==> config.mk <==
export PLATFORM = sky130hd
export DESIGN_NAME = riscv_core_mul_booth4
export DESIGN_NICKNAME = d
export VERILOG_FILES = /design/src/rtl/riscv_core_mul_pkg.sv /design/src/rtl/riscv_core_booth4_enc.sv /design/src/rtl/riscv_core_mul_booth4.sv
export SDC_FILE = /design/constraint.sdc
export NUM_CORES = 1
export LEC_CHECK = 0
export BUFFER_PORTS_ARGS = -buffer_cell sky130_fd_sc_hd__buf_2
export CAP_MARGIN = 20
export CORE_ASPECT_RATIO = 0.75
export CORE_UTILIZATION = 56
export CTS_BUF_LIST = sky130_fd_sc_hd__clkbuf_8
export CTS_CLUSTER_DIAMETER = 30
export CTS_CLUSTER_SIZE = 20
export DETAILED_ROUTE_END_ITERATION = 8
export PLACE_DENSITY = 0.8
export SLEW_MARGIN = 0
export SYNTH_ARGS = -nofsm -noshare
export SYNTH_HDL_FRONTEND = slang
export SYNTH_SLANG_ARGS = --single-unit
==> constraint.sdc <==
create_clock -name i_booth_clk -period 3.9 [get_ports i_booth_clk]
set_input_delay 0.78 -clock i_booth_clk [delete_from_list [all_inputs] [get_ports i_booth_clk]]
set_output_delay 0.78 -clock i_booth_clk [all_outputs]
set_load 0.02 [all_outputs]
==> src/rtl/riscv_core_mul_pkg.sv <==
// Shared types and iteration-count helpers for the radix-4 Booth multiplier.
package riscv_core_mul_pkg;

  typedef enum logic [1:0] {
    MUL_OP_MUL    = 2'b00,
    MUL_OP_MULH   = 2'b01,
    MUL_OP_MULHSU = 2'b10,
    MUL_OP_MULHU  = 2'b11
  } mul_op_e;

  typedef enum logic [1:0] {
    ST_IDLE = 2'd0,
    ST_CALC = 2'd1,
    ST_DONE = 2'd2
  } mul_state_e;

  localparam int unsigned WORD_BITS = 32;

  // Operands carry two extension bits, so a full op retires (XLEN+2)/2 digits.
  function automatic int unsigned booth_iters(input int unsigned xlen);
    return (xlen + 2) / 2;
  endfunction

  function automatic int unsigned booth_word_iters();
    return (WORD_BITS + 2) / 2;
  endfunction

endpackage

==> src/rtl/riscv_core_booth4_enc.sv <==
// Radix-4 Booth digit decoder: window -> {zero, neg, two}, plus the 0/+M/~M select.
// Doubling and the +1 that completes negation are applied by the caller.
module riscv_core_booth4_enc
  import riscv_core_mul_pkg::*;
#(
  parameter int W = 66
) (
  input  logic [2:0]   i_win,
  input  logic [W-1:0] i_mcand,
  output logic         o_zero,
  output logic         o_neg,
  output logic         o_two,
  output logic [W+1:0] o_pp
);

  logic [W+1:0] mag;

  always_comb begin
    o_zero = (i_win == 3'b000) || (i_win == 3'b111);
    o_two  = (i_win == 3'b011) || (i_win == 3'b100);
    o_neg  = i_win[2] && !o_zero;
    mag    = {{2{i_mcand[W-1]}}, i_mcand};
    if (o_zero) begin
      o_pp = '0;
    end else if (o_neg) begin
      o_pp = ~mag;
    end else begin
      o_pp = mag;
    end
  end

endmodule

==> src/rtl/riscv_core_mul_booth4.sv <==
// Iterative radix-4 Booth multiplier for RV M-extension ops (MUL/MULH/MULHSU/MULHU, *W).
// One Booth digit per cycle; a single op in flight; result held until consumed.
module riscv_core_mul_booth4
  import riscv_core_mul_pkg::*;
#(
  parameter int XLEN = 64,
  parameter int W_EN = 1
) (
  input  logic            i_booth_clk,
  input  logic            i_booth_rstn,
  input  logic            i_booth_valid,
  output logic            o_booth_ready,
  input  logic [1:0]      i_booth_op,
  input  logic            i_booth_word,
  input  logic [XLEN-1:0] i_booth_rs1,
  input  logic [XLEN-1:0] i_booth_rs2,
  input  logic            i_booth_kill,
  output logic            o_booth_valid,
  input  logic            i_booth_res_ready,
  output logic [XLEN-1:0] o_booth_result,
  output logic            o_booth_busy,
  output logic [1:0]      o_booth_dbg_state
);

  localparam int          OPW        = XLEN + 2;
  localparam int          ACC_W      = XLEN + 4;
  localparam int unsigned FULL_ITERS = booth_iters(XLEN);
  localparam int unsigned WORD_ITERS = booth_word_iters();
  localparam int          CNT_W      = $clog2(FULL_ITERS + 1);
  localparam bit          WORD_OK    = (XLEN == 64) && (W_EN != 0);

  mul_state_e       state_q, state_d;
  logic             alive_q, alive_d;
  mul_op_e          op_q, op_d;
  logic             word_q, word_d;
  logic [OPW-1:0]   mcand_q, mcand_d;
  logic [OPW-1:0]   mplr_q, mplr_d;
  logic             guard_q, guard_d;
  logic [ACC_W-1:0] acc_q, acc_d;
  logic [CNT_W-1:0] cnt_q, cnt_d;
  logic [XLEN-1:0]  result_q, result_d;

  logic             word_in, rs1_signed, rs2_signed;
  mul_op_e          op_in;
  logic             booth_zero, booth_neg, booth_two;
  logic [ACC_W-1:0] pp_m, pp, sum;
  logic [XLEN-1:0]  word_res, result_sel;

  // Handshakes: a request transfers on a rising edge where i_booth_valid && o_booth_ready
  // and no kill; a result transfers on an edge where o_booth_valid && i_booth_res_ready.
  assign o_booth_ready     = alive_q && (state_q == ST_IDLE);
  assign o_booth_busy      = (state_q == ST_CALC) || (state_q == ST_DONE);
  assign o_booth_valid     = (state_q == ST_DONE) && !i_booth_kill;
  assign o_booth_result    = o_booth_valid ? result_q : '0;
  assign o_booth_dbg_state = state_q;

  // Word ops are always MUL and extend both operands from bit 31.
  always_comb begin
    word_in    = i_booth_word && WORD_OK;
    op_in      = word_in ? MUL_OP_MUL : mul_op_e'(i_booth_op);
    rs1_signed = (op_in == MUL_OP_MULH) || (op_in == MUL_OP_MULHSU);
    rs2_signed = (op_in == MUL_OP_MULH);
  end

  riscv_core_booth4_enc #(.W(OPW)) u_enc (
    .i_win   ({mplr_q[1:0], guard_q}),
    .i_mcand (mcand_q),
    .o_zero  (booth_zero),
    .o_neg   (booth_neg),
    .o_two   (booth_two),
    .o_pp    (pp_m)
  );

  // pp_m is one's-complement when negative; shifting in neg keeps that form for -2M,
  // and the carry-in of neg completes the two's complement.
  always_comb begin
    pp  = booth_two ? {pp_m[ACC_W-2:0], booth_neg} : pp_m;
    sum = booth_zero ? acc_q : acc_q + pp + ACC_W'(booth_neg);
  end

  // Low product bits land at the top of mplr; after 17 word iterations
  // product[31:0] sits at mplr[XLEN-1 -: 32].
  always_comb begin
    word_res       = {XLEN{mplr_q[XLEN-1]}};
    word_res[31:0] = mplr_q[XLEN-1 -: 32];
    if (word_q) begin
      result_sel = word_res;
    end else if (op_q == MUL_OP_MUL) begin
      result_sel = mplr_q[XLEN-1:0];
    end else begin
      result_sel = {acc_q[XLEN-3:0], mplr_q[OPW-1:XLEN]};
    end
  end

  always_comb begin
    state_d  = state_q;
    alive_d  = 1'b1;
    op_d     = op_q;
    word_d   = word_q;
    mcand_d  = mcand_q;
    mplr_d   = mplr_q;
    guard_d  = guard_q;
    acc_d    = acc_q;
    cnt_d    = cnt_q;
    result_d = result_q;
    if (i_booth_kill) begin
      state_d = ST_IDLE;
    end else begin
      case (state_q)
        ST_IDLE: begin
          if (i_booth_valid && o_booth_ready) begin
            op_d    = op_in;
            word_d  = word_in;
            acc_d   = '0;
            guard_d = 1'b0;
            if (word_in) begin
              mcand_d = {{(OPW-32){i_booth_rs1[31]}}, i_booth_rs1[31:0]};
              mplr_d  = {{(OPW-32){i_booth_rs2[31]}}, i_booth_rs2[31:0]};
              cnt_d   = CNT_W'(WORD_ITERS);
            end else begin
              mcand_d = {{2{rs1_signed & i_booth_rs1[XLEN-1]}}, i_booth_rs1};
              mplr_d  = {{2{rs2_signed & i_booth_rs2[XLEN-1]}}, i_booth_rs2};
              cnt_d   = CNT_W'(FULL_ITERS);
            end
            state_d = ST_CALC;
          end
        end
        ST_CALC: begin
          if (cnt_q != '0) begin
            acc_d   = {{2{sum[ACC_W-1]}}, sum[ACC_W-1:2]};
            mplr_d  = {sum[1:0], mplr_q[OPW-1:2]};
            guard_d = mplr_q[1];
            cnt_d   = cnt_q - CNT_W'(1);
          end else begin
            result_d = result_sel;
            state_d  = ST_DONE;
          end
        end
        ST_DONE: begin
          if (i_booth_res_ready) begin
            state_d = ST_IDLE;
          end
        end
        default: state_d = ST_IDLE;
      endcase
    end
  end

  always_ff @(posedge i_booth_clk or negedge i_booth_rstn) begin
    if (!i_booth_rstn) begin
      state_q  <= ST_IDLE;
      alive_q  <= 1'b0;
      op_q     <= MUL_OP_MUL;
      word_q   <= 1'b0;
      mcand_q  <= '0;
      mplr_q   <= '0;
      guard_q  <= 1'b0;
      acc_q    <= '0;
      cnt_q    <= '0;
      result_q <= '0;
    end else begin
      state_q  <= state_d;
      alive_q  <= alive_d;
      op_q     <= op_d;
      word_q   <= word_d;
      mcand_q  <= mcand_d;
      mplr_q   <= mplr_d;
      guard_q  <= guard_d;
      acc_q    <= acc_d;
      cnt_q    <= cnt_d;
      result_q <= result_d;
    end
  end

endmodule
==> flow_summary.yaml, run 1 <==
die:
  rows: 57
  die_w_um: 214
  initial_core_util: 0.576
  core_um2: 32700
  io_pins: 205
  die_h_um: 161
  die_area_um2: 34400
critical_path:
  critPathRequiredTime_ps: 4400
  crit_chain: "buf_4, xor2_4, buf_6, buf_4, a22oi_2, o21ai_1, ha_1, buf_6, a21o_1, a221oi_4, o221a_4, o21ai_4, a21boi_4, nor4_4, a21o_2, buf_4, a21oi_4, mux2i_1, a221o_1"
  regToRegStartpoint: "mplr_q[0]"
  crit_top_cell: "buf_4"
  arrival_ps: 4510
  critical_path.max_fanout: 6
  setup.worst_path.start_class: "flip-flop"
  r2r_end: "acc_q[48]"
  crit_buf_inv: 5
  crit_path_end_kind: "flip-flop"
  slowest_delay_ps: 460
  rrSetupSlack_ps: -100
  cp_slowest_cell: "dfrtp_2"
  reg2regPathDepth: 19
  crit_type: "reg -> reg"
  crit_family: "compound AO/OA/AOI/OAI gates"
routing:
  detail_route.drc_violations: 0
  top_layer_used: "met4"
  drt_wl_total_mm: 65.1
  vias_per_cell: 6.23
  postRouteAntennaNets: 0
  wl_met3_mm: 6.19
  wl_met2_mm: 28.8
  post_drt_wl_per_cell_um: 20.5
  first_pass_iters: 7
  vias: 19700
  drt-met1-wl_mm: 27.8
  drtIter0Drc: 2435
sta:
  finalSetupViolCount: 6
  worst_pin_slew_ps: 1050
  worst_slack_ps: -104
  fin_skew_ps: 25.7
  hold_viol: 0
  rsz0062_at_grt: "yes"
  final_max_slew_viol_count: 0
  min_period_ps: 4000
  slew_headroom: 0.302
  period_share: 1.03
  fmax_mhz: 250
clock_tree:
  cts_made_buffers: 55
  tritoncts: "yes"
  clk_pin_slew_ps: 70
  clk-insertion-delay-late_ps: 630
  clockBufferDepth: 3
  cts-hold-fix-buffers: 0
  cts_sinks: 274
  htreeDepth: 2
  clockRootBuffer: "clkbuf_8"
run_status:
  violations: "negative setup slack"
  status: "finished, violations left"
placed_design:
  routabilityCongestion: 0.960
  numPlacedInstances: 3033
  port_buffers: 204
  dpl.hpwl_mm: 46.8
  placed_area_um2: 21300
global_route:
  antenna_found_initial: 2
  gr-usage-all-layers: 0.375
  grt_max_degree: 105
  grt_pass1_wl_mm: 101
  grt-ovfl-total: 0
  grt_pass1_vias: 18600
synth:
  synthMuxAreaShare: 0.00451
  avgSynthCellArea_um2: 7.86
  synth_compound_area_frac: 0.292
  synthAdderAreaFrac: 0.0499
  synth-edff-count: 0
  synth_warnings: 0
  yosys_register_bits: 274
  ys.flop_type: "dfrtp_1"
  synthesis.instances: 2398
  ys_types: 69
  mappedNetlistArea_um2: 18900
  synthSimpleGateAreaFrac: 0.180
  async_reset_ff_frac: 1.00
  synth.yosys.seq_area_share: 0.364
  syn_nets: 2608
  synth_top_family_by_area: "compound AO/OA/AOI/OAI gates"
  synth_xor_area_frac: 0.0599
worst_hold_path:
  hp-class: "in -> async"
power_and_ir_drop:
  p_leak_nw: 11.4
  combPwrFrac: 0.523
  powerDensity_nw_per_um2: 821
  power_frac_seq: 0.292
  total_power_w: 0.0192
  clkPwrFrac: 0.185
  p_sw_frac: 0.470
  intPower_w: 0.0102
  vdd_drop_max_v: 0.000546
  power_switching_w: 0.00900
cells_and_area:
  final_cells: 3169
  syn_to_final_growth_pct: 23.8
  fin_area_um2: 23300
  nets: 2890
  final_common_cell: "nand2_1"
  fin_util: 0.713
  final_cell_mix: "480 x nand2_1, 270 x dfrtp_1, 261 x o21ai_0, 246 x a21oi_1, 204 x buf_4"
  drive_gt1_frac: 0.230
  fillers: 2660
flow_run:
  drv_cap: 0
logic make-up after synthesis:
| logic type | after synthesis |
|---|---|
| compound gates | 899 |
| xor+xnor | 129 |
| fa+ha+maj | 74 |
| buf+inv | 247 |
| flops | 274 |
| mux | 8 |
| other cells | 1 |
| simple gates | 766 |
registers in the layout (all words and copies together) (netlist names), 2 cells and up:
name	cells
acc_q	66
o_booth_dbg_state	2
cnt_q	6
op_q	2
mplr_q	66
mcand_q	65
result_q	64
cell usage after synthesis (17+ instances only):
library cell	count	area, µm²
a21o_1	47	353
xnor2_1	30	263
inv_1	47	176
a22oi_1	97	728
a222oi_1	31	310
xor2_1	99	867
nand4_1	29	181
dfrtp_1	274	6860
a21oi_1	265	1330
and2_1	68	425
ha_1	72	901
nor2b_1	44	275
o21ai_0	297	1490
clkbuf_1	182	683
a211oi_1	34	255
o31ai_1	37	278
buf_1	17	63.8
nand2_1	483	1810
nor2_1	79	297
worst max path at each step:
stage | from | end | slack [ps] | cells past startpoint
after floorplan | mplr_q[1] | acc_q[56] | 20 | 17
after global placement | mplr_q[0] | acc_q[66] | -230 | 17
after detailed placement | mplr_q[0] | acc_q[66] | -250 | 17
after CTS | mplr_q[1] | acc_q[63] | 0.2 | 20
after global routing | mplr_q[0] | acc_q[56] | -170 | 18
final | mplr_q[0] | acc_q[48] | -100 | 19
area by class of cell:
| type | instances | area (µm²) | share of cell area |
|---|---|---|---|
| multi-input cells | 1877 | 11500 | 0.495 |
| flip-flops and latches | 274 | 6860 | 0.294 |
| repair buffers | 425 | 2880 | 0.123 |
| clock buffers | 60 | 826 | 0.0354 |
| well taps | 442 | 553 | 0.0237 |
| clock inverters | 42 | 490 | 0.0210 |
| inverters | 47 | 176 | 0.00756 |
| diodes | 2 | 5.00 | 0.000214 |
power by group through the flow:
stage	Sequential, W	Combinational, W	Clock, W
global placement	0.00553	0.00898	0
finish	0.00559	0.0100	0.00354
global route	0.00572	0.0109	0.00368
floorplan	0.00487	0.00625	0
CTS	0.00551	0.00957	0.00355
detailed placement	0.00557	0.00924	0
repair_timing:
item,CTS,global route
pin swaps,31,35
hold endpoints to repair,0,0
setup endpoints to repair,22,42
resized for setup,57,74
setup buffers,21,8
gates cloned,2,0
worst reg2reg max path: stages (launching register included):
cell	delay, ps
dfrtp_2	460
buf_4	180
xor2_4	190
buf_6	150
buf_4	150
a22oi_2	140
o21ai_1	110
ha_1	340
buf_6	140
a21o_1	210
a221oi_4	280
o221a_4	260
o21ai_4	80
a21boi_4	230
nor4_4	90
a21o_2	230
buf_4	160
a21oi_4	150
mux2i_1	90
a221o_1	250
through the flow:
| stage | hold WS (ps) | setup TNS (ps) | setup WS, ps |
|---|---|---|---|
| 2_1_floorplan | 440 | 0 | 17.4 |
| 3_3_place_gp | 452 | -738 | -233 |
| 3_5_place_dp | 458 | -1810 | -250 |
| 4_1_cts | 140 | 0 | 0.173 |
| 5_1_grt | 158 | -1360 | -175 |
| 6_report | 115 | -340 | -104 |
layer usage:
layer,track usage,vias to the layer above
met2,0.566,1013
met4,0.121,0
met1,0.539,9469
met5,0,-
li1,-,9102
met3,0.0761,159
Note: power is estimated with default switching activity, not from simulation.
==> inputs of run 2 (changes only) <==
--- a/config.mk
+++ b/config.mk
@@ -14,6 +14,7 @@
 export CTS_CLUSTER_SIZE = 20
 export DETAILED_ROUTE_END_ITERATION = 8
 export PLACE_DENSITY = 0.8
+export SETUP_SLACK_MARGIN = 0.4
 export SLEW_MARGIN = 0
 export SYNTH_ARGS = -nofsm -noshare
 export SYNTH_HDL_FRONTEND = slang
==> run 2 against run 1 <==
Compared with the run above: the flow finishes with violations (design-rule violations, negative setup slack); via count increased by 2.3%; first-iteration DRC count up 7.6%; final cell count increased by 1.2%; register-to-register slack about the same; die area unchanged; combinational power up 10%; clock skew up 15 ps.
==> flow_summary.yaml, run 2 (synthesis results as in run 1) <==
sta:
  hold_viol: 0
  fin_skew_ps: 40.8
  worst_slack_ps: -98.7
  period_share: 1.03
  rsz0062_at_grt: "yes"
  whs_ps: 154
  fmax_mhz: 250
  final_max_slew_viol_count: 0
  min_period_ps: 4000
  worst_pin_slew_ps: 1090
  slew_headroom: 0.271
  finalSetupViolCount: 4
clock_tree:
  clockBufferDepth: 3
  clockRootBuffer: "clkbuf_8"
  cts-hold-fix-buffers: 0
  tritoncts: "yes"
  clk-insertion-delay-late_ps: 640
  cts_made_buffers: 52
  cts_sinks: 274
  clk_pin_slew_ps: 80
  htreeDepth: 2
die:
  die_area_um2: 34400
  rows: 57
  die_h_um: 161
  initial_core_util: 0.576
  io_pins: 205
  core_um2: 32700
  die_w_um: 214
critical_path:
  critPathRequiredTime_ps: 4450
  setup.worst_path.start_class: "flip-flop"
  crit_buf_inv: 5
  slowest_delay_ps: 510
  crit_chain: "buf_12, buf_8, buf_6, xor2_2, a22oi_1, o21ai_1, ha_2, a21oi_2, buf_4, o21a_1, nor2_1, nor3_2, o21ai_4, a211o_4, a31o_1, a211o_1, buf_6, xnor2_2, o21ai_1"
  crit_type: "reg -> reg"
  rrSetupSlack_ps: -100
  arrival_ps: 4550
  cp_slowest_cell: "dfrtp_4"
  crit_path_end_kind: "flip-flop"
  crit_family: "compound AO/OA/AOI/OAI gates"
  critical_path.max_fanout: 6
routing:
  post_drt_wl_per_cell_um: 21.1
  postRouteAntennaNets: 0
  wl_met2_mm: 29.9
  first_pass_iters: 9
  vias_per_cell: 6.30
  drt-met1-wl_mm: 27.3
  top_layer_used: "met4"
  vias: 20200
  drtIter0Drc: 2619
  drt_wl_total_mm: 67.7
  detail_route.drc_violations: 25
  wl_met3_mm: 7.22
cells_and_area:
  final_common_cell: "nand2_1"
  final_cell_mix: "473 x nand2_1, 270 x dfrtp_1, 236 x a21oi_1, 222 x o21ai_0, 210 x buf_4"
  fin_util: 0.741
  drive_gt1_frac: 0.270
  fillers: 2433
  syn_to_final_growth_pct: 28.7
  final_cells: 3207
  nets: 2933
  fin_area_um2: 24300
  reg_top3: "acc_q x66, mplr_q x66, mcand_q x65"
power_and_ir_drop:
  clkPwrFrac: 0.165
  power_switching_w: 0.00948
  combPwrFrac: 0.552
  vdd_drop_max_v: 0.000527
  p_sw_frac: 0.477
  power_frac_seq: 0.283
  powerDensity_nw_per_um2: 819
  p_leak_nw: 11.7
  total_power_w: 0.0199
  intPower_w: 0.0104
worst_hold_path:
  hp-class: "in -> async"
placed_design:
  dpl.hpwl_mm: 46.0
  routabilityCongestion: 0.991
  numPlacedInstances: 3004
  placed_area_um2: 21100
  port_buffers: 204
flow_run:
  drv_cap: 0
global_route:
  antenna_found_initial: 1
  grt_pass1_vias: 18600
  grt-ovfl-total: 0
  grt_max_degree: 101
  grt_pass1_wl_mm: 101
  gr-usage-all-layers: 0.378
run_status:
  violations: "design-rule violations, negative setup slack"
  status: "finished, violations left"
-- run 2: final cells by class --
class,count,area (µm²),area share
tap,442,553,0.0228
inverter,47,176,0.00727
multi-input combinational,1878,12100,0.499
timing repair buffer,470,3370,0.139
clock buffer,55,757,0.0312
sequential,274,6860,0.283
clock inverter,40,434,0.0179
antenna,1,2.50,0.000103
-- run 2: what timing repair did --
action / in CTS / in global routing
resized for setup: 156 / 150
buffers inserted: 65 / 38
cloned: 1 / 1
pin swaps: 79 / 92
setup endpoints to repair: 49 / 52
-- run 2: metrics by stage --
stage | TNS, ps | worst slack, ps
finish | -249 | -98.7
global route | -1580 | -215
CTS | 0 | 88.8
detailed placement | -1770 | -230
global placement | -241 | -79.2
floorplan | 0 | 240
-- run 2: path summary, 6_finish.rpt --
kind | start | to | cells after the start
min in group i_booth_clk | i_booth_rs1[18] | mcand_q[18] | 3
max in group asynchronous | i_booth_rstn | mcand_q[44] | 2
setup reg to reg | mplr_q[1] | acc_q[57] | 19
hold reg to reg | result_q[31] | result_q[31] | 2
hold / removal | i_booth_rstn | result_q[54] | 1
setup / recovery | mplr_q[1] | acc_q[57] | 19
-- run 2: worst reg2reg max path: cells and delay by family (launching register included) --
kind	cells	cell delay, ps
compound gates	9	1880
xor+xnor	2	260
fa+ha+maj	1	240
buf+inv	5	690
flops	1	510
simple gates	2	340
-- run 2: metal layers --
metal,track usage,vias to the layer above
met5,0,-
met4,0.152,0
met2,0.568,1113
met1,0.527,9680
met3,0.0851,219
li1,-,9179
-- run 2: power groups by stage --
stage	Clock [W]	Sequential, W	Combinational (W)
CTS	0.00329	0.00553	0.00984
floorplan	0	0.00487	0.00628
global placement	0	0.00550	0.00885
detailed placement	0	0.00556	0.00909
finish	0.00329	0.00562	0.0110
global route	0.00343	0.00575	0.0118
